<file path="src/rtl/ps2_event_rx.sv">
// PS/2 keyboard receiver: synchronises the raw pins, deserialises 11-bit frames,
// folds the 0xF0 break prefix into each key event and queues {break, code} words.
module ps2_event_rx #(
  parameter int FIFO_DEPTH     = 8,
  parameter int TIMEOUT_CYCLES = 50000
) (
  input  logic       clk,
  input  logic       clrn,
  input  logic       ps2_clk,
  input  logic       ps2_data,
  output logic [8:0] data,
  output logic       ready,
  input  logic       nextdata_n,
  output logic       overflow,
  output logic       frame_err
);

  localparam int AW = $clog2(FIFO_DEPTH);
  localparam int IW = $clog2(TIMEOUT_CYCLES + 1);

  typedef struct packed {
    logic       brk;
    logic [7:0] code;
  } kev_t;

  // ---------------- pin synchronisers (idle-high reset) ----------------
  logic [1:0] kclk_sync;
  logic       kclk_hist;
  logic [1:0] kdat_sync;
  logic       fall;

  always_ff @(posedge clk or negedge clrn) begin
    if (!clrn) begin
      kclk_sync <= 2'b11;
      kclk_hist <= 1'b1;
      kdat_sync <= 2'b11;
    end else begin
      kclk_sync <= {kclk_sync[0], ps2_clk};
      kclk_hist <= kclk_sync[1];
      kdat_sync <= {kdat_sync[0], ps2_data};
    end
  end

  assign fall = kclk_hist & ~kclk_sync[1];

  // ---------------- frame receiver ----------------
  logic [3:0]    bit_cnt;
  logic [10:0]   shreg;
  logic [10:0]   frame;
  logic          frame_ok;
  logic [IW-1:0] idle_cnt;
  logic          byte_stb;
  logic [7:0]    rx_byte;

  // frame as it will look once the bit arriving on this edge is shifted in
  assign frame    = {kdat_sync[1], shreg[10:1]};
  assign frame_ok = ~frame[0] & frame[10] & (^frame[9:1]);

  always_ff @(posedge clk or negedge clrn) begin
    if (!clrn) begin
      bit_cnt   <= '0;
      shreg     <= '0;
      idle_cnt  <= '0;
      byte_stb  <= 1'b0;
      rx_byte   <= '0;
      frame_err <= 1'b0;
    end else begin
      byte_stb  <= 1'b0;
      frame_err <= 1'b0;
      if (fall) begin
        idle_cnt <= '0;
        shreg    <= frame;
        if (bit_cnt == 4'd10) begin
          bit_cnt <= '0;
          if (frame_ok) begin
            byte_stb <= 1'b1;
            rx_byte  <= frame[8:1];
          end else begin
            frame_err <= 1'b1;
          end
        end else begin
          bit_cnt <= bit_cnt + 4'd1;
        end
      end else if (bit_cnt != 4'd0) begin
        // stalled partial frame is dropped without an error pulse
        if (idle_cnt == IW'(TIMEOUT_CYCLES - 1)) begin
          bit_cnt  <= '0;
          idle_cnt <= '0;
        end else begin
          idle_cnt <= idle_cnt + 1'b1;
        end
      end else begin
        idle_cnt <= '0;
      end
    end
  end

  // ---------------- break/extend decoder ----------------
  logic brk_pend;
  logic push;
  kev_t push_ev;

  always_comb begin
    push    = 1'b0;
    push_ev = '0;
    if (byte_stb && rx_byte != 8'hF0 && rx_byte != 8'hE0) begin
      push    = 1'b1;
      push_ev = '{brk: brk_pend, code: rx_byte};
    end
  end

  always_ff @(posedge clk or negedge clrn) begin
    if (!clrn) begin
      brk_pend <= 1'b0;
    end else if (byte_stb) begin
      if (rx_byte == 8'hF0)
        brk_pend <= 1'b1;
      else if (rx_byte != 8'hE0)
        brk_pend <= 1'b0;
    end
  end

  // ---------------- show-ahead event FIFO ----------------
  logic [AW:0] wr_ptr, rd_ptr;
  kev_t        mem [FIFO_DEPTH];
  logic        empty, full, pop, wr_en;

  assign empty = (wr_ptr == rd_ptr);
  assign full  = (wr_ptr[AW] != rd_ptr[AW]) && (wr_ptr[AW-1:0] == rd_ptr[AW-1:0]);
  assign pop   = ~nextdata_n & ~empty;
  // a pop frees the head slot in the same cycle, so a full FIFO can still accept
  assign wr_en = push & (~full | pop);

  always_ff @(posedge clk or negedge clrn) begin
    if (!clrn) begin
      wr_ptr   <= '0;
      rd_ptr   <= '0;
      overflow <= 1'b0;
    end else begin
      if (wr_en) wr_ptr <= wr_ptr + 1'b1;
      if (pop)   rd_ptr <= rd_ptr + 1'b1;
      if (push && full && !pop) overflow <= 1'b1;
    end
  end

  always_ff @(posedge clk) begin
    if (wr_en) mem[wr_ptr[AW-1:0]] <= push_ev;
  end

  assign ready = ~empty;
  assign data  = empty ? 9'h000 : mem[rd_ptr[AW-1:0]];

endmodule
</file>
<file path="config.mk">
export PLATFORM = sky130hd
export DESIGN_NAME = ps2_event_rx
export DESIGN_NICKNAME = d
export VERILOG_FILES = /design/src/rtl/ps2_event_rx.sv
export SDC_FILE = /design/constraint.sdc
export NUM_CORES = 1
export LEC_CHECK = 0
export CAP_MARGIN = 20
export CORE_MARGIN = 10
export CORE_UTILIZATION = 55
export DETAILED_ROUTE_END_ITERATION = 10
export PLACE_DENSITY = 0.78
export SKIP_CTS_REPAIR_TIMING = 1
export SYNTH_ARGS = -nofsm -noshare
export SYNTH_HDL_FRONTEND = slang
export SYNTH_SLANG_ARGS = --single-unit
export TNS_END_PERCENT = 10
</file>
<file path="constraint.sdc">
create_clock -name clk -period 4.9 [get_ports clk]
set_input_delay 1.47 -clock clk [delete_from_list [all_inputs] [get_ports clk]]
set_output_delay 1.47 -clock clk [all_outputs]
set_load 0.02 [all_outputs]
</file>
==> run metrics, run 1 <==
power consumption 0.00305 W; number of routed nets with antenna violations 0; CTS Root Buffer Type sky130_fd_sc_hd__clkbuf_8; Final Wtd Congestion 0.762; worst hold margin 357 ps; EDFF count, synth 72; final routed wirelength across all metal layers ~9500 um; DP HPWL 6110 um; diode count 0; final period utilization 86.5%; post-synthesis sequential area ratio roughly two thirds; Seq pwr share a little over two fifths; clock edge transition at the registers on the reported setup and hold paths 60 ps; Avg WL per Cell between 15 and 20 um; share of layout cells above drive strength 1 about a fifth; reg-to-reg setup timing slack around 2300 ps; first-pass GRT wire length around 16000 um; relative contribution of combinational cells to total power roughly 20%; TritonCTS clock tree done; Tightest Pin Transition 684 ps; cell depth of the worst flop-to-flop path 6; warnings from Yosys 0; Final setup violation count 0; terminus of the critical flop-to-flop path mem[1][7]; Post-synth ARST share 43.3%; time the worst path needs with I/O delays and setup around 4200 ps; kind of end point of the critical path output pin; clock latency at the later pin of the worst-skew pair between 500 and 600 ps; headroom to the max-slew limit a little over half; maximum root-to-sink buffer count 2; number of violations of the max-capacitance limit 0; number of DRC violations after detailed-routing iteration 0 about 140; Setup Slack @ Placement roughly 1200 ps; Post-Synthesis Mean Instance Area about 14 sq um; count of buffers from port buffering 16; nets approximately 420; Die Ht about 120 um; Post-Route Utilization between 60% and 70%; floorplan core area slightly below 10000 sq um; count of unique library cells instantiated by Yosys between 40 and 50; fill count about 700; required time of the worst setup path between 3000 and 4000 ps; synthesized net count 387; leakage power figure around 2.5 nW; f_max 0.236 GHz; post-route setup TNS 0 ps; maximum number of pins on one net before global-route repair between 50 and 60; number of iterations in the first detailed-routing pass 4; startpoint of the worst hold path kdat_sync[0]; number of top-level pins 17; CP Capture Point data[0]; number of global-route vias before repair 3206; VDD IR max 277 uV; CTS sink cnt 127; floorplan row count 36; Cell Int Power 0.00218 W; Critical Path Source Type flop; Hold Fails Final Rpt 0; skew final roughly 11 ps; most frequent cells in the layout 72 x sky130_fd_sc_hd__edfxtp_1, 50 x sky130_fd_sc_hd__dfrtp_1, 35 x sky130_fd_sc_hd__nand2_1, 35 x sky130_fd_sc_hd__nor2_1; via total after detailed routing between 3k and 4k; unrepaired setup endpoints after global routing no; Netlist Area Pre-Place 5390 sq um; class of the worst hold path flop to flop; switching part of the total about 29%; number of H-tree levels 4; maximum fanout count along the critical path 14; signal arrival time at the worst endpoint between 2000 and 3000 ps; most common flop cell mapped by yosys sky130_fd_sc_hd__edfxtp_1; vias per std cell around 5.5; DRC Markers 0; sw power approximately 0.00087 W; most common cell after layout, fill and taps aside sky130_fd_sc_hd__edfxtp_1; CP startpoint rd_ptr[0]; worst setup path category flop to output pin; cts bufs inserted 17; effective utilization at floorplan a little under three fifths; Max Transition Viols Final 0; antenna violations before repair 0; full die area between 10000 and 15000 sq um; Post-Syn Instances around 380; number of synthesized register bits 127; chip width roughly 120 um; global-route congestion overflow total 0; GR Util All Layers 14.3%; post-route setup slack between 600 and 700 ps; area added between synthesis and finish 17.3%; part of the total power dissipated in the clock network 37.6%; startpoint of the lowest-slack register-to-register path rd_ptr[0]; run status finished, final reports clean; power per standard cell area approximately 480 nW/um^2
## critical path: stages, from the launching register on
cell,delay (ps)
sky130_fd_sc_hd__dfrtp_1,700
sky130_fd_sc_hd__buf_12,240
sky130_fd_sc_hd__mux4_2,520
sky130_fd_sc_hd__mux2i_1,190
sky130_fd_sc_hd__nor2_1,60
sky130_fd_sc_hd__clkdlybuf4s50_1,540
## power by group through the flow
| stage | Sequential, W | Combinational (W) | Clock [W] |
|---|---|---|---|
| final | 0.00129 | 0.000617 | 0.00115 |
| after global placement | 0.00130 | 0.000598 | 0 |
| after global routing | 0.00130 | 0.000679 | 0.00121 |
| after floorplan | 0.00126 | 0.000465 | 0 |
| after CTS | 0.00129 | 0.000629 | 0.00116 |
| after detailed placement | 0.00131 | 0.000621 | 0 |
## cell type report
class	count	area [sq um]	area share, %
Clock inverter	14	134	2.12
Clock buffer	18	418	6.61
Tap cell	133	166	2.63
Timing Repair Buffer	29	265	4.19
Inverter	12	45.0	0.712
Sequential cell	127	3540	56.0
Multi-Input combinational cell	221	1750	27.7
## how the worst min path moves through the flow
stage,to,slack (ps),cells after the start
4_1_cts,kdat_sync[1],360,0
3_5_place_dp,kdat_sync[1],350,0
6_report,kdat_sync[1],360,0
5_1_grt,kdat_sync[1],360,0
3_3_place_gp,kdat_sync[1],350,0
2_1_floorplan,kclk_sync[1],350,0
## registers in the layout, summed over array words and instances, names as in the netlist, 2 cells and up
signal / flops
kdat_sync: 2
rx_byte: 8
wr_ptr: 4
idle_cnt: 16
mem: 72
bit_cnt: 4
shreg: 10
rd_ptr: 4
kclk_sync: 2
## per-layer routing
layer	routed length [um]	global-route usage (%)
met3	402	3.21
met1	4030	17.4
met2	4950	23.7
met5	0	0
met4	138	6.56
## synth_stat cells (2+ instances only)
library cell,instances,area [sq um]
sky130_fd_sc_hd__edfxtp_1,72,2160
sky130_fd_sc_hd__dfrtp_1,50,1250
sky130_fd_sc_hd__nand2_1,35,131
sky130_fd_sc_hd__nor2_1,35,131
sky130_fd_sc_hd__mux4_2,18,405
sky130_fd_sc_hd__xnor2_1,18,158
sky130_fd_sc_hd__clkbuf_1,12,45.0
sky130_fd_sc_hd__inv_1,12,45.0
sky130_fd_sc_hd__mux2_2,10,113
sky130_fd_sc_hd__nor3_1,10,50.1
sky130_fd_sc_hd__and2_1,9,56.3
sky130_fd_sc_hd__mux2i_1,9,90.1
sky130_fd_sc_hd__nand3_1,9,45.0
sky130_fd_sc_hd__xor2_1,9,78.8
sky130_fd_sc_hd__ha_1,6,75.1
sky130_fd_sc_hd__dfstp_2,5,131
sky130_fd_sc_hd__nor4_1,5,31.3
sky130_fd_sc_hd__or3_1,5,31.3
sky130_fd_sc_hd__a21oi_1,4,20.0
sky130_fd_sc_hd__nand2b_1,3,18.8
sky130_fd_sc_hd__nand4_1,3,18.8
sky130_fd_sc_hd__nor3b_1,3,22.5
sky130_fd_sc_hd__o211ai_1,3,22.5
sky130_fd_sc_hd__o21ai_0,3,15.0
sky130_fd_sc_hd__and3_1,2,12.5
sky130_fd_sc_hd__buf_1,2,7.51
sky130_fd_sc_hd__buf_2,2,10.0
sky130_fd_sc_hd__nand4b_1,2,17.5
sky130_fd_sc_hd__nor2b_1,2,12.5
sky130_fd_sc_hd__xnor3_1,2,45.0
## stage by stage
| step | cells | area [sq um] |
|---|---|---|
| after floorplan | 376 | 5390 |
| after global placement | 522 | 5770 |
| after detailed placement | 522 | 5770 |
| after CTS | 554 | 6330 |
| after global routing | 554 | 6330 |
| final | 554 | 6330 |
## kinds of logic after synthesis
group / synth area share (%)
and+or+nand+nor: 11.5
DFF: 65.7
muxes: 11.5
xor gates and xnor gates: 5.22
buffers and inverters: 2.00
AOI/OAI and AO/OA: 2.60
adders and majority gates: 1.39
(Power assumes the default switching activity.)
==> inputs of run 2 (changes only) <==
GPL_TIMING_DRIVEN = 0   (was unset)
==> run metrics, run 2 (synthesis gave the netlist of run 1 again) <==
Final setup violation count 0 (unchanged); number of global-route vias before repair 3174 (was 3206); Critical Path Source Type flop (unchanged); maximum root-to-sink buffer count 2 (unchanged); DP HPWL 6280 um (was 6110 um); nets 424 (was 419); maximum fanout count along the critical path 10 (was 14); required time of the worst setup path 3430 ps (about the same); most frequent cells in the layout 72 x sky130_fd_sc_hd__edfxtp_1, 50 x sky130_fd_sc_hd__dfrtp_1, 35 x sky130_fd_sc_hd__nand2_1, 35 x sky130_fd_sc_hd__nor2_1 (unchanged); number of H-tree levels 4 (unchanged); Multi-input gate area 1770 sq um (was 1750 sq um); DRC Markers 0 (unchanged); time the worst path needs with I/O delays and setup 4450 ps (was 4240 ps); unrepaired setup endpoints after global routing no (unchanged); full die area 14200 sq um (unchanged); post-route setup TNS 0 ps (unchanged); floorplan row count 36 (unchanged); clock latency at the later pin of the worst-skew pair 510 ps (about the same); via total after detailed routing 3061 (was 3044); cell chain of the critical path buf_1 -> xor2_1 -> nor4_2 -> clkbuf_1 -> nor2_1 -> clkdlybuf4s50_1 (was buf_12 -> mux4_2 -> mux2i_1 -> nor2_1 -> clkdlybuf4s50_1); run status finished, final reports clean (unchanged); antenna violations before repair 0 (unchanged); diode count 0 (unchanged); number of iterations in the first detailed-routing pass 5 (was 4); vias per std cell 5.48 (was 5.49); kind of end point of the critical path output pin (unchanged); worst setup path category flop to output pin (unchanged); crit path max-delay cell type sky130_fd_sc_hd__clkdlybuf4s50_1 (was sky130_fd_sc_hd__dfrtp_1); Largest register FFs 72 (unchanged); floorplan core area 9680 sq um (unchanged); first-pass GRT wire length 16200 um (was 16100 um); maximum number of pins on one net before global-route repair 40 (was 56); power per standard cell area 504 nW/um^2 (was 482 nW/um^2); Die Ht 119 um (unchanged); Max Transition Viols Final 0 (unchanged); share of layout cells above drive strength 1 19.0% (was 20.2%); Hold Fails Final Rpt 0 (unchanged); leakage power figure 2.54 nW (was 2.51 nW); sequential cell area in the final layout 3540 sq um (unchanged); GR Util All Layers 14.5% (was 14.3%); CTS Root Buffer Type sky130_fd_sc_hd__clkbuf_8 (unchanged); final routed wirelength across all metal layers 9570 um (was 9520 um); slowest cell delay on critical path 570 ps (was 700 ps); Final Wtd Congestion 0.779 (was 0.762); signal arrival time at the worst endpoint 2980 ps (was 2770 ps); area added between synthesis and finish 18.8% (was 17.3%); VDD IR max 306 uV (was 277 uV); number of top-level pins 17 (unchanged); TritonCTS clock tree done (unchanged); global-route congestion overflow total 0 (unchanged); number of routed nets with antenna violations 0 (unchanged); worst hold margin 357 ps (about the same); cts bufs inserted 17 (unchanged); effective utilization at floorplan 55.7% (unchanged); count of buffers from port buffering 16 (unchanged); number of violations of the max-capacitance limit 0 (unchanged); final period utilization 90.8% (was 86.5%); fill count 645 (was 692); f_max 0.225 GHz (was 0.236 GHz); class of the worst hold path flop to flop (unchanged); Tightest Pin Transition 1010 ps (was 684 ps); headroom to the max-slew limit 32.2% (was 54.4%); CTS sink cnt 127 (unchanged); most common cell after layout, fill and taps aside sky130_fd_sc_hd__edfxtp_1 (unchanged); skew final 6.47 ps (was 10.6 ps); chip width 119 um (unchanged); number of DRC violations after detailed-routing iteration 0 195 (was 138); Avg WL per Cell 17.1 um (was 17.2 um); clock edge transition at the registers on the reported setup and hold paths 60 ps (about the same)
run 2: stage by stage:
stage	total power (W)	setup WS (ps)	utilization, %	cell area (sq um)	std cells
CTS	0.00325	223	66.1	6400	559
detailed placement	0.00193	833	59.6	5770	527
finish	0.00323	450	66.2	6410	559
global route	0.00337	181	66.2	6410	559
floorplan	0.00172	1760	-	5390	376
global placement	0.00190	552	59.1	5720	525
run 2: final cells by class:
class | count | share of cell area [%]
inverters | 12 | 0.703
well taps | 133 | 2.60
flip-flops and latches | 127 | 55.3
clock buffers | 18 | 6.68
repair buffers | 18 | 2.85
plain buffers | 16 | 0.976
clock inverters | 14 | 3.20
multi-input cells | 221 | 27.7
run 2: path summary, 6_finish.rpt:
path | from | endpoint | slack (ps) | cells past startpoint
worst min register to register | kclk_sync[0] | kclk_sync[1] | 360 | 0
worst max register to register | wr_ptr[0] | mem[3][4] | 2290 | 5
min in group asynchronous | clrn | shreg[9] | 890 | 1
worst min-delay path | kclk_sync[0] | kclk_sync[1] | 360 | 0
max in group asynchronous | clrn | idle_cnt[12] | 3480 | 2
worst max-delay path | wr_ptr[0] | data[0] | 450 | 6
run 2: per-layer routing:
layer	share of wire (%)	track usage, %	wire, um	up-vias
met2	52	24.4	4930	71
met4	1.4	5.34	130	0
met3	5.1	4.30	487	10
met1	42	17.4	4020	1538
met5	0	0	0	-
li1	-	-	-	1442
run 2: worst max-delay path, delay by kind of cell (launching register included):
kind	cells	cell delay, ps
buffers and inverters	3	1400
flip-flops	1	350
AND/OR/NAND/NOR	2	570
XOR/XNOR	1	160
run 2: report_power, final:
| group | switching, W | internal, W |
|---|---|---|
| sequential | 0.0000728 | 0.00119 |
| clock | 0.000472 | 0.000849 |
| combinational | 0.000346 | 0.000299 |
| total | 0.000891 | 0.00234 |
